[config.mk]
export PLATFORM = sky130hd
export DESIGN_NAME = scalar_iq
export DESIGN_NICKNAME = d
export VERILOG_FILES = /design/src/rtl/qtpa_pkg.sv /design/src/rtl/scalar_iq.sv
export SDC_FILE = /design/constraint.sdc
export NUM_CORES = 1
export LEC_CHECK = 0
export BUFFER_PORTS_ARGS = -buffer_cell sky130_fd_sc_hd__buf_2
export CORE_UTILIZATION = 55
export CTS_BUF_LIST = sky130_fd_sc_hd__clkbuf_16
export DETAILED_ROUTE_END_ITERATION = 6
export PLACE_DENSITY = 0.75
export SLEW_MARGIN = 20
export SYNTH_ARGS = -nofsm -noshare
export SYNTH_HDL_FRONTEND = slang
export SYNTH_SLANG_ARGS = --single-unit
[constraint.sdc]
create_clock -name clk -period 5.6 [get_ports clk]
set_input_delay 0.56 -clock clk [delete_from_list [all_inputs] [get_ports clk]]
set_output_delay 0.56 -clock clk [all_outputs]
set_load 0.02 [all_outputs]
[src/rtl/qtpa_pkg.sv]
// -----------------------------------------------------------------------------
// qtpa_pkg
//
// Purpose:
//   Shared ISA-level definitions for the scalar front end: the instruction
//   width, the opcode field location and encoding, and the instruction
//   formats. The scalar instruction queue state type is also kept here.
//
// Contents:
//   INSTRUCTION_WIDTH   width of one instruction word
//   OPCODE_MSB/LSB      bit range of the opcode field, shared with decode
//   op_t                opcode encoding (HALT stops issue at the queue)
//   instr_i_t/instr_r_t immediate and register instruction formats
//   iq_state_t          run/halted state of the scalar instruction queue
//   get_opcode()        extracts the opcode field from a raw word
// -----------------------------------------------------------------------------
package qtpa_pkg;

    localparam int INSTRUCTION_WIDTH = 32;

    localparam int OPCODE_MSB = 31;
    localparam int OPCODE_LSB = 26;
    localparam int OPCODE_W   = OPCODE_MSB - OPCODE_LSB + 1;

    typedef enum logic [OPCODE_W-1:0] {
        NOP     = 6'h00,
        ADD_IMM = 6'h01,
        MOV_IMM = 6'h02,
        BRANCH  = 6'h03,
        LOOP    = 6'h04,
        YIELD   = 6'h05,
        HALT    = 6'h3F
    } op_t;

    // Immediate format: opcode plus a 26-bit immediate payload.
    typedef struct packed {
        op_t         opcode;
        logic [25:0] imm;
    } instr_i_t;

    // Register format: opcode, three register specifiers, reserved tail.
    typedef struct packed {
        op_t         opcode;
        logic [4:0]  rd;
        logic [4:0]  rs1;
        logic [4:0]  rs2;
        logic [10:0] rsvd;
    } instr_r_t;

    typedef enum logic {
        IQ_RUN,
        IQ_HALTED
    } iq_state_t;

    function automatic op_t get_opcode(input logic [INSTRUCTION_WIDTH-1:0] word);
        return op_t'(word[OPCODE_MSB:OPCODE_LSB]);
    endfunction

endpackage : qtpa_pkg

[src/rtl/scalar_iq.sv]
// -----------------------------------------------------------------------------
// scalar_iq  (IQ0)
//
// Purpose:
//   Scalar instruction queue between fetch and scalar decode. A circular FIFO
//   of DEPTH instruction words with first-word-fall-through output. A HALT
//   word leaving the queue freezes issue until resume; flush empties the
//   queue without touching the run/halted state.
//
// Ports:
//   clk        core clock
//   rst        synchronous active-high reset
//   in_valid   fetch presents in_instr
//   in_ready   queue accepts in_instr this cycle (never while full/flush/rst)
//   in_instr   instruction word from fetch
//   out_valid  head word available to decode (only while running)
//   out_ready  decode consumes the head this cycle
//   out_instr  head word, all-zero whenever out_valid is low
//   flush      discard every queued word
//   resume     leave the halted state
//   halted     queue is halted
//   count      current occupancy, 0..DEPTH
//   full       count == DEPTH
//   empty      count == 0
// -----------------------------------------------------------------------------
module scalar_iq
    import qtpa_pkg::*;
#(
    parameter  int DEPTH = 8,
    localparam int CNT_W = $clog2(DEPTH + 1)
) (
    input  logic                         clk,
    input  logic                         rst,

    input  logic                         in_valid,
    output logic                         in_ready,
    input  logic [INSTRUCTION_WIDTH-1:0] in_instr,

    output logic                         out_valid,
    input  logic                         out_ready,
    output logic [INSTRUCTION_WIDTH-1:0] out_instr,

    input  logic                         flush,
    input  logic                         resume,
    output logic                         halted,

    output logic [CNT_W-1:0]             count,
    output logic                         full,
    output logic                         empty
);

    localparam int PTR_W = $clog2(DEPTH);

    // -------------------------------------------------------------------------
    // State
    // -------------------------------------------------------------------------
    logic [INSTRUCTION_WIDTH-1:0] mem [DEPTH];

    logic [PTR_W-1:0] wr_ptr_q, wr_ptr_d;
    logic [PTR_W-1:0] rd_ptr_q, rd_ptr_d;
    logic [CNT_W-1:0] count_q,  count_d;
    iq_state_t        state_q;

    logic enq;
    logic deq;
    logic head_is_halt;

    // -------------------------------------------------------------------------
    // Status and handshakes
    // -------------------------------------------------------------------------
    assign full  = (count_q == CNT_W'(DEPTH));
    assign empty = (count_q == '0);
    assign count = count_q;

    // Deliberately independent of out_ready: a full queue never accepts a
    // word, even when the head leaves in the same cycle.
    assign in_ready = !full && !flush && !rst;

    assign out_valid = !empty && (state_q == IQ_RUN);
    assign out_instr = out_valid ? mem[rd_ptr_q] : '0;
    assign halted    = (state_q == IQ_HALTED);

    assign enq = in_valid && in_ready;
    // A flush cancels the consume even though decode saw out_valid high.
    assign deq = out_valid && out_ready && !flush;

    assign head_is_halt = (get_opcode(out_instr) == HALT);

    // -------------------------------------------------------------------------
    // Pointer / occupancy next state
    // -------------------------------------------------------------------------
    always_comb begin
        // NOTE: every signal assigned here gets a default first, so no path
        // leaves one unassigned and no latch is inferred.
        wr_ptr_d = wr_ptr_q;
        rd_ptr_d = rd_ptr_q;
        count_d  = count_q;

        if (flush) begin
            wr_ptr_d = '0;
            rd_ptr_d = '0;
            count_d  = '0;
        end else begin
            if (enq) wr_ptr_d = wr_ptr_q + PTR_W'(1);
            if (deq) rd_ptr_d = rd_ptr_q + PTR_W'(1);

            unique case ({enq, deq})
                2'b10:   count_d = count_q + CNT_W'(1);
                2'b01:   count_d = count_q - CNT_W'(1);
                default: count_d = count_q;
            endcase
        end
    end

    always_ff @(posedge clk) begin
        // NOTE: sequential state uses non-blocking assignments so every
        // register samples pre-edge values regardless of block ordering.
        if (rst) begin
            wr_ptr_q <= '0;
            rd_ptr_q <= '0;
            count_q  <= '0;
        end else begin
            wr_ptr_q <= wr_ptr_d;
            rd_ptr_q <= rd_ptr_d;
            count_q  <= count_d;
        end
    end

    // -------------------------------------------------------------------------
    // Run / halted state machine
    // -------------------------------------------------------------------------
    // The HALT word is consumed like any other; issue stops only afterwards.
    // Flush never changes the state: it suppresses deq, so no HALT is seen.
    always_ff @(posedge clk) begin
        if (rst) begin
            state_q <= IQ_RUN;
        end else begin
            unique case (state_q)
                IQ_RUN:    if (deq && head_is_halt) state_q <= IQ_HALTED;
                IQ_HALTED: if (resume)              state_q <= IQ_RUN;
                default:                            state_q <= IQ_RUN;
            endcase
        end
    end

    // -------------------------------------------------------------------------
    // Storage
    // -------------------------------------------------------------------------
    // NOTE: the array is intentionally not reset; count and pointers alone
    // define which entries are live, so stale contents are never visible.
    always_ff @(posedge clk) begin
        if (enq) mem[wr_ptr_q] <= in_instr;
    end

    // -------------------------------------------------------------------------
    // Invariants
    // -------------------------------------------------------------------------
    // Occupancy matches the pointer distance modulo DEPTH; a full queue has
    // equal pointers and its count wraps to zero in the low bits.
    a_count_matches_ptrs: assert property (@(posedge clk) disable iff (rst)
        count_q[PTR_W-1:0] == PTR_W'(wr_ptr_q - rd_ptr_q));

    a_count_bounded: assert property (@(posedge clk) disable iff (rst)
        count_q <= CNT_W'(DEPTH));

    a_head_stable: assert property (@(posedge clk) disable iff (rst)
        (out_valid && !out_ready && !flush) |=> (out_instr == $past(out_instr)));

endmodule : scalar_iq

==> summary.md <==
| Metric | Value |
|---|---|
| Outcome | completed |
| Wire length on met2 | 9980 um |
| Post-cts resize count | 0 |
| Top_reg_cell synth | edfxtp_1 |
| Largest net degree at the start of global routing | a little over 70 |
| Critical Path RT | ~5.0 ns |
| Final Hold Viols | 0 |
| Antenna violations before repair | 1 |
| Final setup vio count | 0 |
| Routability Congestion | 0.784 |
| Post-route ant nets | 0 |
| Iteration-0 DRC Markers | 343 |
| TritonRoute pass-1 iters | 5 |
| CTS root buf | clkbuf_16 |
| Worst-path fanout max | 45 |
| Initial core utilization | about 56% |
| Pwr dens | 328 nW/um2 |
| CTS tree | done |
| Setup_tns | 0 ns |
| Cells after DPL | 807 |
| CP arrival | between 3 and 4 ns |
| Crit path launch type | flip-flop |
| Crit path time final | ~3.6 ns |
| Via count | 5,111 |
| Die width | 140 um |
| WL met1 | 8440 um |
| Clock Sinks | 270 |
| CTS Hold Bufs | 0 |
| Io pins | 79 |
| Register area share after synthesis | 76.1% |
| Gr usage total | a little over a fifth |
| Async SR Flop Fraction | 0% |
| DR top layer | met5 |
| # port buffers | 78 |
| Cts bufs inserted | 26 |
| Die outline height | approximately 140 um |
| Nets@finish | 644 |
| Ys Warns | 0 |
| Clock skew | just under 0.01 ns |
| Routed WL per cell | 23.3 um |
| GR Overflow Total | 0 |
| Ant. Diodes | 0 |
| Finished Layout Cells | about 860 |
| DR vias/cell | 5.98 |
| Fin. max-slew vios | 0 |
| Relative slew margins | roughly 26% |
| Most frequent cell after synthesis | edfxtp_1 |
| Most frequent cells after synthesis | 256 x edfxtp_1, 58 x mux4_2, 49 x nor2_1, 39 x mux2i_1, 15 x buf_2 |
| Skew-Pair Late Insertion Delay | 0.52 ns |
| Row count | 50 |
| Worst Max-Slew Pin Slew | 1.12 ns |
| Max VDD drop | a little over 0.0003 V |
| Flops & latches, synth | 270 |
| First-pass GRT wire length | 30,700 um |
| Clk slew on worst S/H paths | 0.06 ns |
| Met3 routed WL | 1090 um |
| Residual DRC count | 0 |
| # H-tree levels | 1 |
| Number of flops mapped to enable cells by yosys | around 260 |
| Main area contributors after synthesis | edfxtp_1 73%, mux4_2 12%, mux2i_1 3.7%, dfxtp_1 2.7%, nor2_1 1.8% |
| CP endpoint kind | primary output |
| Leakage | approximately 3.9 nW |
| Routed WL | 19,900 um |
| Final core occ | ~64% |
| Die Area | ~20,000 um2 |
| Synth Cell Area | between 10,000 and 15,000 um2 |
| Syn_nets | 550 |
| Cell count after synthesis | 507 |
| Cell taking the most area after synthesis | edfxtp_1 |
| Final worst path period share | between 60% and 70% |
| RSZ-0062 raised after global routing | false |
| Vias in the first global route | 5,314 |
| Fillcell total | 1,252 |
| Avg Cell Area, Syn | 20.6 um2 |
| Post-CTS Setup Bufs | 0 |
| Hold WC Path Type | in2reg |
| P&R area growth vs syn | 14.7% |
| Fmax | 278 MHz |
| Post-DP HPWL | 10,900 um |
| Core area | between 15,000 and 20,000 um2 |
| Fin Hold WS | 0.302 ns |
| Synth unique cells | 40 |
| Crit path kind | reg2out |
| Ratio of cells with drive above 1 in the final layout | 33.0% |
| Yosys top cell area share | 73.4% |
| Max Root-Sink Buffers | 3 |
| Maxcap violations | 0 |
layout make-up:
type,count,area [um2],share of cell area [%]
inverter,1,3.75,0.0313
clock buffer,29,726,6.05
tap,234,293,2.44
sequential,270,7980,66.4
timing repair buffer,91,508,4.23
multi-input combinational,211,2410,20.1
clock inverter,19,82.6,0.688
sequential cells by signal (all words and copies together), names as in the netlist, named ones only:
signal and cells:
mem 256, count 4, rd_ptr_q 3, wr_ptr_q 3
halted 1
critical path, stage by stage, from the launching register on:
cell and delay (ns):
dfxtp_4 0.90, buf_4 0.51, mux4_2 0.55, mux2i_1 0.27
nor2_1 0.07, buf_2 0.19
cells by family (layout without fill, tap and decap cells):
group | after synthesis | after routing | share of synthesized area (%)
XOR/XNOR | 8 | 8 | 0.669
adder cells (fa/ha/maj) | 5 | 5 | 0.598
AO/OA/AOI/OAI | 13 | 13 | 0.920
AND/OR/NAND/NOR | 85 | 85 | 3.74
buffers and inverters | 26 | 140 | 1.29
flip-flops | 270 | 270 | 76.1
multiplexers | 100 | 100 | 16.7
where the power goes:
part           total [mW]  switching, mW  internal, mW
sequential           2.22        0.00444          2.22
clock                1.63          0.703         0.926
combinational      0.0845         0.0553        0.0292
metrics by stage:
| step | area, um2 | power (mW) | setup slack (ns) |
|---|---|---|---|
| after CTS | 12000 | 3.96 | 1.85 |
| after global placement | 11200 | 2.34 | 2.42 |
| final | 12000 | 3.93 | 2.00 |
| after detailed placement | 11200 | 2.35 | 2.08 |
| after floorplan | 10500 | 2.30 | 0.427 |
| after global routing | 12000 | 4.04 | 1.73 |
layout by cell type, fill, tap and decap left out, types with 3 or more instances in the layout:
master | Yosys | layout
clkinv_2 | 0 | 4
clkbuf_16 | 0 | 29
clkinv_1 | 0 | 5
buf_4 | 3 | 12
buf_2 | 15 | 78
nand2b_1 | 4 | 4
a21oi_1 | 3 | 3
mux2i_1 | 39 | 39
dfxtp_1 | 14 | 11
ha_1 | 5 | 5
nand2_1 | 8 | 8
edfxtp_1 | 256 | 256
nor3_2 | 0 | 4
inv_2 | 0 | 4
mux4_2 | 58 | 58
nor2_1 | 49 | 46
nand3_1 | 5 | 5
xor2_1 | 7 | 7
nand3b_1 | 3 | 3
inv_1 | 1 | 5
nor2_4 | 0 | 3
final timing paths:
path                                      to  cells past startpoint  slack [ns]         start
worst max-delay path            out_instr[0]                      5        2.00     flip-flop
worst min-delay path              mem[2][21]                      1        0.30  in_instr[21]
worst max register to register      count[2]                     12        2.04      count[1]
worst min register to register     flip-flop                      2        0.49   rd_ptr_q[1]
per-layer routing:
layer	vias up	global-route usage (%)
li1	2251	-
met1	2660	29.1
met2	166	35.1
met3	32	3.62
met4	2	6.48
met5	-	0
No activity file was read; power rests on OpenSTA's default activity.
